[src/rtl/subbytes_arbiter.sv]
// Round-robin arbiter that shares one subbytesstep unit between two ports.
// Latches operands, runs the start/finish handshake and returns results.
module subbytes_arbiter #(
   parameter int TIMEOUT = 64
) (
   input  logic         clk,
   input  logic         rst,
   input  logic         req0,
   input  logic [127:0] in0,
   input  logic [127:0] key0,
   output logic [127:0] out0,
   output logic         done0,
   output logic         err0,
   input  logic         req1,
   input  logic [127:0] in1,
   input  logic [127:0] key1,
   output logic [127:0] out1,
   output logic         done1,
   output logic         err1,
   output logic         step_start,
   output logic [127:0] step_in,
   output logic [127:0] step_key,
   input  logic         step_finish,
   input  logic [127:0] step_result
);

   typedef enum logic [1:0] {
      IDLE,
      RUN,
      DRAIN
   } state_t;

   localparam logic [7:0] CNT_LAST = 8'(TIMEOUT - 1);

   state_t       state, state_d;
   logic         last, last_d;
   logic         gnt, gnt_d;
   logic         sel;
   logic [7:0]   cnt, cnt_d;
   logic [127:0] in_q, in_d;
   logic [127:0] key_q, key_d;
   logic [127:0] out0_d, out1_d;
   logic         done0_d, done1_d;
   logic         err0_d, err1_d;

   assign step_start = (state == RUN);
   assign step_in    = in_q;
   assign step_key   = key_q;

   always_ff @(posedge clk) begin
      if (rst) begin
         state <= IDLE;
         last  <= 1'b1;
         gnt   <= 1'b0;
         cnt   <= 8'd0;
         in_q  <= '0;
         key_q <= '0;
         out0  <= '0;
         out1  <= '0;
         done0 <= 1'b0;
         done1 <= 1'b0;
         err0  <= 1'b0;
         err1  <= 1'b0;
      end else begin
         state <= state_d;
         last  <= last_d;
         gnt   <= gnt_d;
         cnt   <= cnt_d;
         in_q  <= in_d;
         key_q <= key_d;
         out0  <= out0_d;
         out1  <= out1_d;
         done0 <= done0_d;
         done1 <= done1_d;
         err0  <= err0_d;
         err1  <= err1_d;
      end
   end

   always_comb begin
      state_d = state;
      last_d  = last;
      gnt_d   = gnt;
      sel     = 1'b0;
      cnt_d   = cnt;
      in_d    = in_q;
      key_d   = key_q;
      out0_d  = out0;
      out1_d  = out1;
      done0_d = 1'b0;
      done1_d = 1'b0;
      err0_d  = 1'b0;
      err1_d  = 1'b0;
      unique case (state)
         IDLE: begin
            if (req0 || req1) begin
               // on a tie, the port not served last wins
               sel     = (req0 && req1) ? ~last : req1;
               gnt_d   = sel;
               last_d  = sel;
               in_d    = sel ? in1 : in0;
               key_d   = sel ? key1 : key0;
               cnt_d   = 8'd0;
               state_d = RUN;
            end
         end
         RUN: begin
            if (step_finish) begin
               if (gnt) begin
                  out1_d  = step_result;
                  done1_d = 1'b1;
               end else begin
                  out0_d  = step_result;
                  done0_d = 1'b1;
               end
               state_d = DRAIN;
            end else if (cnt == CNT_LAST) begin
               err0_d  = ~gnt;
               err1_d  = gnt;
               state_d = DRAIN;
            end else begin
               cnt_d = cnt + 8'd1;
            end
         end
         DRAIN: begin
            // a finish level left over from this op must not start the next
            if (!step_finish) begin
               state_d = IDLE;
            end
         end
         default: begin
            state_d = IDLE;
         end
      endcase
   end

endmodule

[config.mk]
export PLATFORM = sky130hd
export DESIGN_NAME = subbytes_arbiter
export DESIGN_NICKNAME = d
export VERILOG_FILES = /design/src/rtl/subbytes_arbiter.sv
export SDC_FILE = /design/constraint.sdc
export NUM_CORES = 1
export LEC_CHECK = 0
export CAP_MARGIN = 0
export CELL_PAD_IN_SITES_DETAIL_PLACEMENT = 1
export CELL_PAD_IN_SITES_GLOBAL_PLACEMENT = 2
export CORE_AREA = 2 2 448 450
export DETAILED_ROUTE_END_ITERATION = 6
export DIE_AREA = 0 0 450 452
export PLACE_DENSITY_LB_ADDON = 0.1
export SLEW_MARGIN = 10
export SYNTH_ARGS = -nofsm -noshare
export SYNTH_HDL_FRONTEND = slang
export SYNTH_SLANG_ARGS = --single-unit
[constraint.sdc]
create_clock -name clk -period 4 [get_ports clk]
set_input_delay 0.8 -clock clk [delete_from_list [all_inputs] [get_ports clk]]
set_output_delay 0.8 -clock clk [all_outputs]
set_load 0.1 [all_outputs]
# After elaboration in Yosys (flattened, before gate mapping)
# Index checks and enable logic that the tools add are counted.
op_classes:
  n_addsub: 1
  n_mux: 14
  reduce_logical: 11
  n_eq_ne: 8
  n_bitwise: 5
ops:
  columns: ["operator", "count"]
  rows:
  - ["128-bit two-way mux", 2]
  - ["8-bit two-way mux", 3]
  - ["8-bit one-hot mux with 2 select lines", 1]
  - ["3-bit AND reduction", 3]
  - ["8-bit by 1-bit adder with 8-bit output, second input constant", 1]
  - ["8-bit by 6-bit == test with 1-bit output, second input constant", 1]
  - ["2-bit two-way mux", 4]
  - ["2-bit != test, second input constant", 4]
  - ["2-bit one-hot mux with 3 select lines", 1]
  - ["1-bit inverter", 5]
  - ["4-bit AND reduction", 1]
  - ["4-bit OR reduction", 1]
  - ["1-bit two-way mux", 3]
  - ["3-bit by 1-bit != test with 1-bit output, second input constant", 1]
  - ["3-bit OR reduction", 1]
  - ["2-bit by 1-bit == test with 1-bit output, second input constant", 1]
  - ["2-bit == test, second input constant", 1]
  - ["2-bit logical NOT", 1]
  - ["2-bit AND reduction", 1]
  - ["2-bit nonzero test", 1]
  - ["1-bit logical AND", 1]
  - ["1-bit logical OR", 1]
totals:
  inputBits: 645
  ff_bits: 528

# Logic depth before layout (Yosys ltp)
# Gate-level depths: netlist of the first run.
depth:
  ltp_word: 4
  mapped_depth: 8

# Worst setup path after synthesis of the first run
# OpenSTA, ideal clock, no wires.
synth_path:
  path_type: "input to register"
  from: "in step_finish"
  to: "reg out0[0]"
  stages: 6
  t_arrival_ns: 1.744
  path_buffers: 2
  required_ns: 3.868
  setup_slack_ns: 2.124
  path_cell_list: "inv_1 > or3_1 > clkbuf_1 > buf_2 > nand2_1 > a21oi_1"
synth_via:
  elab_chain_len: 1
synth_lines:
  columns: ["element", "line_no", "text"]
  rows:
  - ["start, declared", "23", "input logic step_finish,"]
  - ["3-bit AND reduction (no line)", null, null]
  - ["end signal, assigned", "71", "out0 <= out0_d;"]
  - ["end, declared", "11", "output logic [127:0] out0,"]
# No other way between the ends.
# A chain may end at the register's enable or synchronous reset.

# Worst setup path in the final report of the first run
layout_path:
  from: "reg key_q[90], in the netlist step_key[90]"
  to: "out step_key[90]"
layout_rtl:
  columns: ["element", "line_no", "text"]
  rows:
  - ["start, declared", "41", "logic [127:0] key_q, key_d;"]
  - ["start signal, assigned", "70", "key_q <= key_d;"]
  - ["end, declared", "22", "output logic [127:0] step_key,"]
# No word-level cell between the ends.

==> flow_metrics.py, run 1 <==
metrics = {
    "global_route": {
        "grt_pass1_vias": 24159,
        "grt_pass1_wl_mm": 210.7,
        "grt_max_degree": 105,
        "antenna_found_initial": 89,
        "grt-ovfl-total": 0,
        "track_usage": 0.1479,
    },
    "critical_path": {
        "crit_family": "buffers and inverters",
        "r2r-start": "state[0]",
        "cp_num_buf_inv": 1,
        "cp_cell_sequence": "clkdlybuf4s50_1",
        "r2r_slack_ps": 1800,
        "cpPeakStageDelay_ps": 1180,
        "reg2reg_depth": 6,
        "end_kind": "output pin",
        "critPathRequiredTime_ps": 3200,
        "path_max_fanout": 2,
        "slowest_stage": "clkdlybuf4s50_1",
        "startpoint": "step_key[90]",
        "cp.arrival_ps": 2350,
        "cp-start-kind": "register",
        "timing.rr.end": "out1[77]",
        "crit_type": "reg -> out",
    },
    "hold_path": {
        "min-delay-start": "out1[97]",
        "whs_path_depth": 2,
        "min_path_type": "reg -> reg",
        "whs_endpoint": "out1[97]",
    },
    "synthesis": {
        "ys_seq_area_frac": 0.5172,
        "netlist_instances": 2622,
        "avgSynthCellArea_um2": 7.795,
        "synth_area_mm2": 0.02044,
        "syn_nets": 3268,
        "yosys_warnings": 0,
        "ys_types": 40,
        "synth-seq-cells": 528,
    },
    "power_and_ir_drop": {
        "leakage_uw": 0.01314,
        "irDropWorstVdd_v": 0.0003214,
        "p_per_area_mw_per_mm2": 509.1,
    },
    "final_layout": {
        "fillerInstances": 23449,
        "fin_area_mm2": 0.03763,
        "syn_to_final_growth_pct": 84.13,
        "fin_cells": 6427,
        "drive_gt1_frac": 0.06943,
        "nets": 4342,
    },
    "timing": {
        "finalCritPeriodShare": 0.7883,
        "fin_ws_ps": 846.7,
        "slew_viol_final": 0,
        "fmax_mhz": 317.1,
        "finalSetupTns_ps": 0,
        "setup_viol": 0,
        "fin_crit_ps": 3153,
        "hold_viol": 0,
        "relSlewSlack": 0.2042,
        "rsz0062_at_grt": "no",
        "fin_worst_skew_ps": 45.79,
        "worst_pin_slew_ps": 1190,
    },
    "clocking": {
        "cts_buffers": 83,
        "cts_buffer_depth": 3,
        "cts_tree": "yes",
        "cts_sinks": 528,
        "cts-root-buf": "clkbuf_16",
        "clkLatencyLatePin_ps": 720,
        "ctsResizeCount": 0,
        "cts_setup_buffers": 0,
        "clk_pin_slew_ps": 60,
        "ctsHoldBuffers": 0,
        "htree_levels": 3,
    },
    "drt": {
        "vias": 23090,
        "wl_per_cell_um": 24.33,
        "postRouteAntennaNets": 0,
        "firstDrtPassIters": 4,
        "drc_errors": 0,
        "drt_iter0_drc": 800,
        "wirelength_mm": 156.4,
        "drt-vias-per-instance": 3.593,
    },
    "floorplanning": {
        "num_io_pins": 1162,
        "die-width_um": 450,
        "die_y_um": 452,
        "dieArea_mm2": 0.2034,
        "initial_utilization": 0.1029,
        "core_mm2": 0.1986,
        "rows": 164,
    },
    "status": {
        "status": "finished, final reports clean",
    },
    "run": {
        "maxCapViolCount": 0,
    },
    "placed_design": {
        "placed_area_mm2": 0.03489,
        "place.gp.congestion": 0.7898,
        "pre_cts_slack_ps": 859.0,
        "dpl.hpwl_mm": 121.3,
        "dp.cells": 6267,
        "port_buffers": 1161,
    },
}
[through the flow]
| step | power (uW) | utilization | hold WS [ps] |
|---|---|---|---|
| floorplan | 9731 | - | 449.5 |
| global placement | 11990 | 0.1757 | 441.8 |
| detailed placement | 11970 | 0.1757 | 447.2 |
| CTS | 19720 | 0.1893 | 454.4 |
| global route | 20090 | 0.1894 | 468.3 |
| finish | 19160 | 0.1895 | 451.1 |
[kinds of logic (layout without fill, tap and decap cells)]
logic type,count (synthesis),count (layout),synth area share
buffers and inverters,234,1371,0.05448
muxes,1,1,0.0004898
AOI/OAI and AO/OA,530,530,0.1789
adders and majority gates,1,1,0.0006121
and+or+nand+nor,1328,1328,0.2484
DFF,528,528,0.5172
other,0,12,0
[Yosys cell counts, drive strengths merged]
| cell | instances | area share |
|---|---|---|
| nand3 | 12 | 0.0029 |
| mux2i | 1 | 0.00049 |
| nor4b | 1 | 0.00043 |
| nand2 | 1029 | 0.19 |
| inv | 2 | 0.00037 |
| nand2b | 1 | 0.00043 |
| a2111oi | 1 | 0.00043 |
| buf | 146 | 0.038 |
| a311oi | 257 | 0.11 |
| and2 | 1 | 0.00031 |
| or2 | 2 | 0.00061 |
| nand4 | 2 | 0.00061 |
| clkinv | 1 | 0.00024 |
| nor2 | 263 | 0.048 |
| o211ai | 2 | 0.0014 |
| nand4b | 2 | 0.00086 |
| and3 | 3 | 0.00092 |
| or3b | 1 | 0.00055 |
| a31oi | 3 | 0.00092 |
| clkbuf | 85 | 0.016 |
| nor3 | 3 | 0.00073 |
| or3 | 5 | 0.0015 |
| nor3b | 2 | 0.00073 |
| o21ai | 2 | 0.00049 |
| ha | 1 | 0.00061 |
| a22oi | 1 | 0.00037 |
| o21a | 1 | 0.00037 |
| nor4 | 1 | 0.00031 |
| dfxtp | 528 | 0.52 |
| o21bai | 1 | 0.00037 |
| a21oi | 260 | 0.064 |
| o31ai | 2 | 0.00073 |
[state kept, by name, summed over array words and instances, names as in the netlist]
register / cells
done0: 1
done1: 1
err0: 1
cnt: 8
out0: 128
err1: 1
gnt: 1
last: 1
step_key: 128
out1: 128
state: 2
step_in: 128
[per-layer routing]
layer  global-route usage  routed length [um]
met1               0.1518               57450
met2               0.2783               82380
met3              0.05926               12450
met4              0.03371                3738
met5                    0                 370
[layout make-up]
| class | count | area, um2 | share of cell area |
|---|---|---|---|
| timing repair buffer | 1220 | 12190 | 0.3239 |
| sequential | 528 | 10570 | 0.2809 |
| multi-input combinational | 1860 | 8800 | 0.2338 |
| tap | 2656 | 3323 | 0.08830 |
| clock buffer | 128 | 2426 | 0.06447 |
| clock inverter | 20 | 282.8 | 0.007514 |
| antenna | 12 | 30.03 | 0.0007979 |
| inverter | 3 | 12.51 | 0.0003325 |
[power by group]
group          internal (uW)  switching (uW)  leakage (uW)  total [uW]
Clock                   4280            3130       0.00132        7410
Sequential              5660             229       0.00433        5890
Combinational           1560            4300       0.00749        5870
[placed cells by master (no fill, tap or decap), types with 3 or more instances in the layout]
master,n
clkdlybuf4s50_1,1093
nand2_1,1028
dfxtp_1,528
nor2_1,262
a21oi_1,260
a311oi_1,257
buf_4,103
clkbuf_16,83
clkbuf_1,27
buf_12,23
clkbuf_8,18
diode_2,12
clkinv_2,12
nand3_1,11
clkinv_16,5
or3_1,4
a31oi_1,3
[worst max-delay path by stage]
stage,endpoint,slack [ps],depth (start not counted)
2_1_floorplan,out0[0],2120,6
3_3_place_gp,out0[113],910,6
3_5_place_dp,out0[123],860,6
4_1_cts,step_in[20],720,1
5_1_grt,out0[36],730,1
6_report,step_key[90],850,1
Power figures use the tool's default switching activity.
==> inputs of run 2 (changes only) <==
CORE_AREA = 2 2 456 458   (was 2 2 448 450)
DIE_AREA = 0 0 458 460   (was 0 0 450 452)
clock period = 2.6 ns   (was 4 ns; I/O delays follow)
==> flow_metrics.py, run 2 (synthesis results as in run 1) <==
metrics = {
    "timing": {
        "worst_pin_slew_ps": 581.9,
        "finalCritPeriodShare": 0.9051,
        "rsz0062_at_grt": "no",
        "relSlewSlack": 0.6121,
        "fmax_mhz": 424.9,
        "slew_viol_final": 0,
        "fin_worst_skew_ps": 30.29,
        "setup_viol": 0,
        "finalSetupTns_ps": 0,
        "hold_viol": 0,
        "holdWs_ps": 306.7,
        "fin_crit_ps": 2353,
    },
    "drt": {
        "wirelength_mm": 163.2,
        "firstDrtPassIters": 5,
        "drt_iter0_drc": 832,
        "drc_errors": 0,
        "wl_per_cell_um": 25.06,
        "drt-vias-per-instance": 3.614,
        "postRouteAntennaNets": 0,
        "vias": 23538,
    },
    "final_layout": {
        "nets": 4380,
        "fillerInstances": 24299,
        "drive_gt1_frac": 0.1957,
        "layout_common_cells": "nand2_1, clkdlybuf4s50_1, buf_4, dfxtp_1, nor2_1",
        "final_common_cell": "nand2_1",
        "syn_to_final_growth_pct": 81.38,
    },
    "hold_path": {
        "min-delay-start": "rst",
        "whs_path_depth": 2,
        "whs_endpoint": "step_key[32]",
        "min_path_type": "in -> reg",
    },
    "critical_path": {
        "r2r_slack_ps": 720,
        "timing.rr.end": "cnt[4]",
        "end_kind": "output pin",
        "path_max_fanout": 11,
        "cp-start-kind": "register",
        "cp.arrival_ps": 1830,
        "r2r-start": "cnt[0]",
        "critPathRequiredTime_ps": 2080,
        "reg2reg_depth": 5,
        "crit_type": "reg -> out",
    },
    "clocking": {
        "cts_buffers": 83,
        "cts-root-buf": "clkbuf_16",
        "clk_pin_slew_ps": 50,
        "cts_sinks": 528,
        "cts_buffer_depth": 3,
        "htree_levels": 3,
        "clkLatencyLatePin_ps": 700,
        "cts_tree": "yes",
        "ctsHoldBuffers": 0,
    },
    "global_route": {
        "grt_max_degree": 79,
        "grt-ovfl-total": 0,
        "grt_pass1_vias": 24580,
        "grt_pass1_wl_mm": 218.2,
        "antenna_found_initial": 103,
        "track_usage": 0.1486,
    },
    "placed_design": {
        "port_buffers": 1161,
        "place.gp.congestion": 0.7693,
        "dpl.hpwl_mm": 130.0,
    },
    "run": {
        "maxCapViolCount": 0,
    },
    "floorplanning": {
        "die-width_um": 458,
        "core_mm2": 0.2060,
        "dieArea_mm2": 0.2107,
        "initial_utilization": 0.09920,
        "rows": 167,
        "die_y_um": 460,
        "num_io_pins": 1162,
    },
    "power_and_ir_drop": {
        "p_per_area_mw_per_mm2": 790.1,
        "irDropWorstVdd_v": 0.0004632,
        "leakage_uw": 0.01418,
    },
    "status": {
        "status": "finished, final reports clean",
    },
}
[run 2: metal layers]
| layer | vias to the layer above | GRT usage | share of wire |
|---|---|---|---|
| met2 | 868 | 0.2559 | 0.48 |
| met1 | 11151 | 0.1670 | 0.40 |
| met4 | 116 | 0.03290 | 0.022 |
| met5 | - | 0 | 0.0046 |
| met3 | 288 | 0.06709 | 0.096 |
| li1 | 11115 | - | - |
[run 2: critical path, cell delays in order, from the launching register on]
cell      delay (ps)
dfxtp_1          340
nand2b_2         290
clkinv_4         170
buf_4            330
[run 2: worst max-delay path by stage]
stage,startpoint,cells after the start,endpoint
after global placement,req0,7,step_in[114]
after CTS,state[1],3,step_start
after floorplan,cnt[0],6,cnt[4]
after detailed placement,req0,7,step_in[49]
after global routing,state[1],3,step_start
final,state[1],3,step_start
[run 2: repair_timing]
item / CTS / global route
resized for setup: 1 / 0
setup endpoints to repair: 1 / 0
setup buffers: 0 / 0
[run 2: area by class of cell]
class,count,area [um2],area share
Multi-Input combinational cell,1860,8800,0.2374
Timing Repair Buffer,1258,11640,0.3139
Inverter,3,16.27,0.0004388
Antenna cell,22,55.05,0.001485
Tap cell,2704,3383,0.09126
Clock inverter,12,192.7,0.005198
Clock buffer,126,2419,0.06524
Sequential cell,528,10570,0.2851
[run 2: metrics by stage]
stage	setup slack (ps)	utilization	cells	area, um2	total power (uW)
2_1_floorplan	955.0	-	2622	20440	14970
3_3_place_gp	160.4	0.1670	6353	34400	18510
3_5_place_dp	136.4	0.1670	6353	34400	18510
4_1_cts	111.5	0.1797	6491	37020	30230
5_1_grt	103.4	0.1797	6495	37030	30720
6_report	246.6	0.1799	6513	37070	29290
[run 2: power by group]
part | total, uW | internal, uW | switching, uW
Sequential | 9090 | 8700 | 386
Clock | 11100 | 6440 | 4710
Combinational | 9050 | 2380 | 6670
==> inputs of run 3 (changes only) <==
CTS_CLUSTER_SIZE = 20   (was unset)
==> results of run 3 <==
Same layout as run 2: the final DEF is identical, and so are final timing and power.
